File: src/rtl/serial_pattern_tx.sv
`default_nettype none
// ============================================================================
//  Module      : serial_pattern_tx
//  Description : Serial bit-stream transmitter for sequence-detector benches.
//                Accepts a parallel word over valid/ready and sends it on `w`
//                framed as: zero preamble, data MSB-first, zero gap.
//                Optional even-parity bit between data and gap when the macro
//                SERIAL_PATTERN_TX_PARITY_EN is defined.
//  Revision    : 1.0 - initial release
// ============================================================================
module serial_pattern_tx #(
  parameter int DATA_W  = 8,
  parameter int PRE_LEN = 2,
  parameter int GAP_LEN = 1
) (
  input  logic              clk,
  input  logic              reset_n,
  input  logic [DATA_W-1:0] data_in,
  input  logic              data_valid,
  output logic              data_ready,
  output logic              w,
  output logic              busy,
  output logic              done
);

  localparam int c_MAX_LEN = (PRE_LEN > DATA_W) ?
                             ((PRE_LEN > GAP_LEN) ? PRE_LEN : GAP_LEN) :
                             ((DATA_W  > GAP_LEN) ? DATA_W  : GAP_LEN);
  localparam int c_CNT_W = $clog2(c_MAX_LEN) + 1;

  localparam logic [c_CNT_W-1:0] c_ONE     = c_CNT_W'(1);
  localparam logic [c_CNT_W-1:0] c_PRE_LD  = c_CNT_W'(PRE_LEN);
  localparam logic [c_CNT_W-1:0] c_DATA_LD = c_CNT_W'(DATA_W);
  localparam logic [c_CNT_W-1:0] c_GAP_LD  = c_CNT_W'(GAP_LEN);

  // One flop per state; the parity state only exists when the feature is on.
`ifdef SERIAL_PATTERN_TX_PARITY_EN
  typedef enum logic [4:0] {
    IDLE = 5'b00001,
    PRE  = 5'b00010,
    DATA = 5'b00100,
    PAR  = 5'b01000,
    GAP  = 5'b10000
  } state_t;
`else
  typedef enum logic [3:0] {
    IDLE = 4'b0001,
    PRE  = 4'b0010,
    DATA = 4'b0100,
    GAP  = 4'b1000
  } state_t;
`endif

  state_t              r_state;
  state_t              w_state_nxt;
  logic [c_CNT_W-1:0]  r_cnt;
  logic [c_CNT_W-1:0]  w_cnt_nxt;
  logic                w_accept;
  logic [DATA_W-1:0]   r_shift;
  logic                r_w;
  logic                r_busy;
  logic                r_done;
  logic                r_ready;
`ifdef SERIAL_PATTERN_TX_PARITY_EN
  logic                r_par;
`endif

  // State and phase counter registers.
  always_ff @(posedge clk) begin
    if (!reset_n) begin
      r_state <= IDLE;
      r_cnt   <= '0;
    end else begin
      r_state <= w_state_nxt;
      r_cnt   <= w_cnt_nxt;
    end
  end

  // Next-state and counter logic; a phase ends when its counter is at 1
  // (or 0, so a corrupted count never wraps).
  always_comb begin
    w_state_nxt = r_state;
    w_cnt_nxt   = r_cnt;
    w_accept    = 1'b0;
    case (r_state)
      IDLE: begin
        w_cnt_nxt = '0;
        if (data_valid) begin
          w_accept    = 1'b1;
          w_state_nxt = PRE;
          w_cnt_nxt   = c_PRE_LD;
        end
      end
      PRE: begin
        if (r_cnt <= c_ONE) begin
          w_state_nxt = DATA;
          w_cnt_nxt   = c_DATA_LD;
        end else begin
          w_cnt_nxt = r_cnt - c_ONE;
        end
      end
      DATA: begin
        if (r_cnt <= c_ONE) begin
`ifdef SERIAL_PATTERN_TX_PARITY_EN
          w_state_nxt = PAR;
          w_cnt_nxt   = c_ONE;
`else
          w_state_nxt = GAP;
          w_cnt_nxt   = c_GAP_LD;
`endif
        end else begin
          w_cnt_nxt = r_cnt - c_ONE;
        end
      end
`ifdef SERIAL_PATTERN_TX_PARITY_EN
      PAR: begin
        w_state_nxt = GAP;
        w_cnt_nxt   = c_GAP_LD;
      end
`endif
      GAP: begin
        if (r_cnt <= c_ONE) begin
          w_state_nxt = IDLE;
          w_cnt_nxt   = '0;
        end else begin
          w_cnt_nxt = r_cnt - c_ONE;
        end
      end
      default: begin
        w_state_nxt = IDLE;
        w_cnt_nxt   = '0;
      end
    endcase
  end

  // Datapath and registered outputs, all derived from the upcoming state so
  // they line up with the state register.
  always_ff @(posedge clk) begin
    if (!reset_n) begin
      r_shift <= '0;
      r_w     <= 1'b0;
      r_busy  <= 1'b0;
      r_done  <= 1'b0;
      r_ready <= 1'b1;
`ifdef SERIAL_PATTERN_TX_PARITY_EN
      r_par   <= 1'b0;
`endif
    end else begin
      if (w_accept) begin
        r_shift <= data_in;
      end else if (w_state_nxt == DATA) begin
        r_shift <= {r_shift[DATA_W-2:0], 1'b0};
      end
`ifdef SERIAL_PATTERN_TX_PARITY_EN
      if (w_accept) begin
        r_par <= ^data_in;
      end
      if (w_state_nxt == DATA) begin
        r_w <= r_shift[DATA_W-1];
      end else if (w_state_nxt == PAR) begin
        r_w <= r_par;
      end else begin
        r_w <= 1'b0;
      end
`else
      r_w     <= (w_state_nxt == DATA) ? r_shift[DATA_W-1] : 1'b0;
`endif
      r_busy  <= (w_state_nxt != IDLE);
      r_ready <= (w_state_nxt == IDLE);
      r_done  <= (w_state_nxt == GAP) && (r_state != GAP);
    end
  end

  assign w          = r_w;
  assign busy       = r_busy;
  assign done       = r_done;
  assign data_ready = r_ready;

endmodule
`default_nettype wire
File: config.mk
export PLATFORM = sky130hd
export DESIGN_NAME = serial_pattern_tx
export DESIGN_NICKNAME = d
export VERILOG_FILES = /design/src/rtl/serial_pattern_tx.sv
export SDC_FILE = /design/constraint.sdc
export NUM_CORES = 1
export LEC_CHECK = 0
export CAP_MARGIN = 20
export CORE_AREA = 5 5 64 66
export DETAILED_ROUTE_END_ITERATION = 10
export DIE_AREA = 0 0 69 71
export MAX_ROUTING_LAYER = met4
export PLACE_DENSITY = 0.54
export SLEW_MARGIN = 5
export SYNTH_ARGS = -nofsm -noshare
export SYNTH_HDL_FRONTEND = slang
export SYNTH_SLANG_ARGS = --single-unit
File: constraint.sdc
create_clock -name clk -period 2 [get_ports clk]
set_input_delay 0.2 -clock clk [delete_from_list [all_inputs] [get_ports clk]]
set_output_delay 0.2 -clock clk [all_outputs]
set_load 0.01 [all_outputs]
Word-level counts from Yosys, hierarchy flattened
Cells that the tools add are included.

word-level totals
  input bits = 11
  logic and storage cells = 35
  flip-flop bits (word level) = 20

cells by class
  order comparisons = 1
  add/subtract/negate cells = 1
  multiplexer cells = 14
  equal/unequal tests = 9
  reductions and logical operators = 3

operators by type and width
  cell                   count
  $pmux W4 S4            2
  $mux W4                7
  $mux W8                2
  $eq A4 B1 Y1 const B   2
  $eq A4 B3 Y1 const B   2
  $eq A4 B4 Y1 const B   2
  $eq A4 B2 Y1 const B   1
  $le A4 B1 Y1 const B   1
  $ne A4 B1 Y1 const B   1
  $ne A4 B4 Y1 const B   1
  $sub A4 B1 Y4 const B  1
  $mux W1                2
  $mux W2                1
  $reduce_and A2 Y1      1
  $reduce_bool A2 Y1     1
  $logic_and A1 B1 Y1    1

Logic depth before layout (Yosys ltp)
  depth in word-level cells = 6
  gate-level depth with buffers = 7

Worst setup path after synthesis
Ideal clock, no wire load.

  path type = register to register
  from = reg r_cnt[0]
  to = reg r_done (netlist: done)
  arrival = 1.673 ns
  path buffers = 0
  required time = 1.900 ns
  setup slack = 0.228 ns
  stages on the path, launching flop included = 7
  period minus slack after synthesis = 1.772 ns
  library setup time = 0.100 ns
  cell sequence = dfxtp_1 > inv_1 > ha_1 > nor2_2 > nor3_1 > or3b_2 > a2111oi_4

between the ends
  word-level cells in the longest chain between the ends = 5

ends and longest elaborated chain
  item                        RTL line      source
  start: declaration          56            logic [c_CNT_W-1:0] r_cnt;
  start signal: assignment    75            r_cnt <= w_cnt_nxt;
  $le A4 B1 Y1 *              95, 103, 122
  $mux W4 (on tied branches)  122, 103, 95
  $pmux W4 S4 *               85            case (r_state)
  $eq A4 B4 Y1 *              170           r_done <= (w_state_nxt == GAP) && (r_state != GAP);
  $logic_and A1 B1 Y1 *       170
  end signal: assignment      170
  end: declaration            62            logic r_done;

Mark *: on every way between the ends. The rest lies on a longest branch, timed or not.
A chain may end at the register's enable or synchronous reset.

Final worst setup path
  from = reg r_cnt[1]
  to = reg r_done (netlist: done)

Same word-level chain as after synthesis.

==> qor.yml <==
run_status: "finished clean"
postSynthRegisterBits: 20
crit_path_start_kind: "flop"
detail_route.wl_per_cell_um: 12.9
tritoncts.num_buffers: 3
transition_time_at_the_pin_with_the_least_slew_margin_ns: 0.460
synth-seq-area-share: 0.400
drc: 0
dieHeight_um: 71
hold_buffers: 0
floorplan.initialDensity: 0.284
power_per_cell_area_mw_per_mm2: 667
post_synth_main_area_contributors: "dfxtp_1 (40%), nor4b_4 (7.1%), o21ai_0 (7.0%), a31oi_1 (4.4%), a21oi_1 (4.0%)"
final_period_minus_worst_setup_slack_ns: 1.87
chipWidth_um: 69
path_max_fanout: 5
clkLatencyLatePin_ns: 0.30
clk_root_buffer_cell: "clkbuf_4"
num-fill-cells: 398
area_delta_synth_final_pct: 22.9
ys_warn_count: 0
buffer_ports.inserted: 14
clock_path_buffers: 2
synth-edff-count: 0
global_route.usage.total: 0.104
layout-drive-gt1-share: 0.187
final_nets: 138
layout_worst_path_cycle_share: 0.935
dr.first_iter.drc_count: 25
gate_count_after_technology_mapping: 107
coreArea_mm2: 0.00352
insertedDiodeCount: 0
hold-path-endpoint: "w"
timing.hold.worst.start: "r_shift[7]"
core.rowCount: 22
regToRegSetupSlack_ns: 0.13
tritoncts: "built"
cts_repair_resize_count: 0
path_class: "flop to flop"
cp.required_ns: 2.21
clk_pin_slew_ns: 0.11
reg2reg_to: "done"
average_cell_area_after_synthesis_um2: 9.35
htree_levels: 1
numPlacedInstances: 168
post_synth_xor_area_fraction: 0.00875
dpl-instance-area_mm2: 0.00121
drt_antenna_net_count: 0
synth.largest_area_cell: "dfxtp_1"
synth_nets: 120
hold_class: "flop to flop"
antenna_found_initial: 0
yosys_most_used_dff: "dfxtp_1"
fin_hold_ws_ns: 0.449
worst_hold_path.num_cells: 2
first_global_vias: 880
final_critical_path_setup_slack_ns: 0.131
synth_cell_types: 36
design.portCount: 15
summed_area_of_non_filler_cells_in_the_final_layout_mm2: 0.00123
total_leakage_power_nw: 0.408
worstPathArrival_ns: 2.08
detail_route.first_pass.iterations: 6
clock_sink_count: 20
sort_of_element_at_the_end_of_the_critical_path: "flop"
synth_compound_area_frac: 0.268
vias: 855
irDropWorstVdd_mv: 0.360
detail_route.vias_per_cell: 5.00
post-synth-top-area-fraction: 0.400
synth.mux.area_fraction: 0.0113
gp_routability_congestion: 0.743
finalClockSkew_ns: 0.00405
synth_top_family_by_area: "compound AO/OA/AOI/OAI gates"
setup_tns_ns: 0
async_reset_ff_frac: 0
buffers_inserted_by_post_cts_timing_repair: 0
hold_violations: 0
grt_start_max_net_pins: 18
total_die_area_mm2: 0.00490
place.detailed.hpwl_um: 1590
synth_simple_gate_area_share: 0.259
worst_slew_margin_rel: 0.693
rsz_0062_raised_after_global_routing: "false"
wire_length_of_the_first_global_routing_pass_um: 4200
post_synth_instance_area_mm2: 0.00100
slew_viol_final: 0
synth_fa_ha_area_frac: 0.0250
routed_wl_um: 2210
drv.max_cap_violation_count: 0
timing.reg2reg.worst_path_depth: 6
post_layout_nonfiller_instances: 171
setup_viol: 0
clock.fmax_mhz: 535
worst_setup_slack_before_clock_tree_synthesis_ns: 0.109
grt-ovfl-total: 0
critical_path.reg2reg.startpoint: "r_cnt[1]"
[cells in the final DEF, fill, tap and decap left out, types with 5 or more instances in the layout]
cell and count:
a31oi_1 7, a21oi_1 8, nand3_1 8, dfxtp_1 19, nand2_1 6, or2_2 5
clkdlybuf4s50_1 14, o21ai_0 14
[sequential cells by signal (all words and copies together), names as in the netlist]
register / cells
r_cnt: 4
r_shift: 8
busy: 1
r_state: 4
w: 1
data_ready: 1
done: 1
[cell type report]
class / instances / area [um^2] / share of cell area
Multi-Input combinational cell: 80 / 572 / 0.465
Sequential cell: 20 / 402 / 0.327
Timing Repair Buffer: 17 / 163 / 0.132
Tap cell: 48 / 60.1 / 0.0488
Clock buffer: 3 / 22.5 / 0.0183
Inverter: 3 / 11.3 / 0.00916
[cells in the mapped netlist (2+ instances only)]
cell type  number
nand3_1         8
nor4b_4         3
nor3_1          2
ha_1            2
dfxtp_1        20
clkbuf_1        2
a31oi_1         7
buf_2           2
inv_1           3
nor2_1          3
a21oi_1         8
or2_2           5
nand2_1         6
o21ai_0        14
[how the worst max path moves through the flow]
stage,start,end,depth (start not counted)
3_5_place_dp,r_cnt[0],done,6
4_1_cts,r_cnt[0],done,6
5_1_grt,r_cnt[1],done,6
2_1_floorplan,r_cnt[0],done,6
3_3_place_gp,r_cnt[0],done,6
6_report,r_cnt[1],done,6
[through the flow]
step           utilization  total power [W]
6_report             0.349         0.000820
5_1_grt              0.349         0.000880
4_1_cts              0.349         0.000843
3_5_place_dp         0.342         0.000642
3_3_place_gp         0.342         0.000639
2_1_floorplan            -         0.000580
[layer usage]
| layer | vias to the layer above | share of wire | global-route usage |
|---|---|---|---|
| met4 | 0 | 0.0095 | 0.0369 |
| met2 | 15 | 0.49 | 0.166 |
| met1 | 406 | 0.47 | 0.127 |
| met5 | - | 0 | - |
| met3 | 4 | 0.039 | 0.0284 |
| li1 | 430 | - | - |
[power by group]
part	internal, W	switching, W
Clock	0.0000702	0.000118
Sequential	0.000432	0.0000264
Combinational	0.0000887	0.0000848
[cells by family after synthesis]
kind of cell	count (synthesis)
buffers and inverters	7
DFF	20
and+or+nand+nor	37
xor gates and xnor gates	1
adders and majority gates	2
muxes	1
AOI/OAI and AO/OA	39
[worst max-delay path, cell delays in order, from the launching register on]
cell       delay (ns)
dfxtp_1          0.37
inv_1            0.07
ha_1             0.23
nor2_2           0.15
nor3_1           0.10
or3b_2           0.51
a2111oi_4        0.34
No activity file was read; power rests on OpenSTA's default activity.
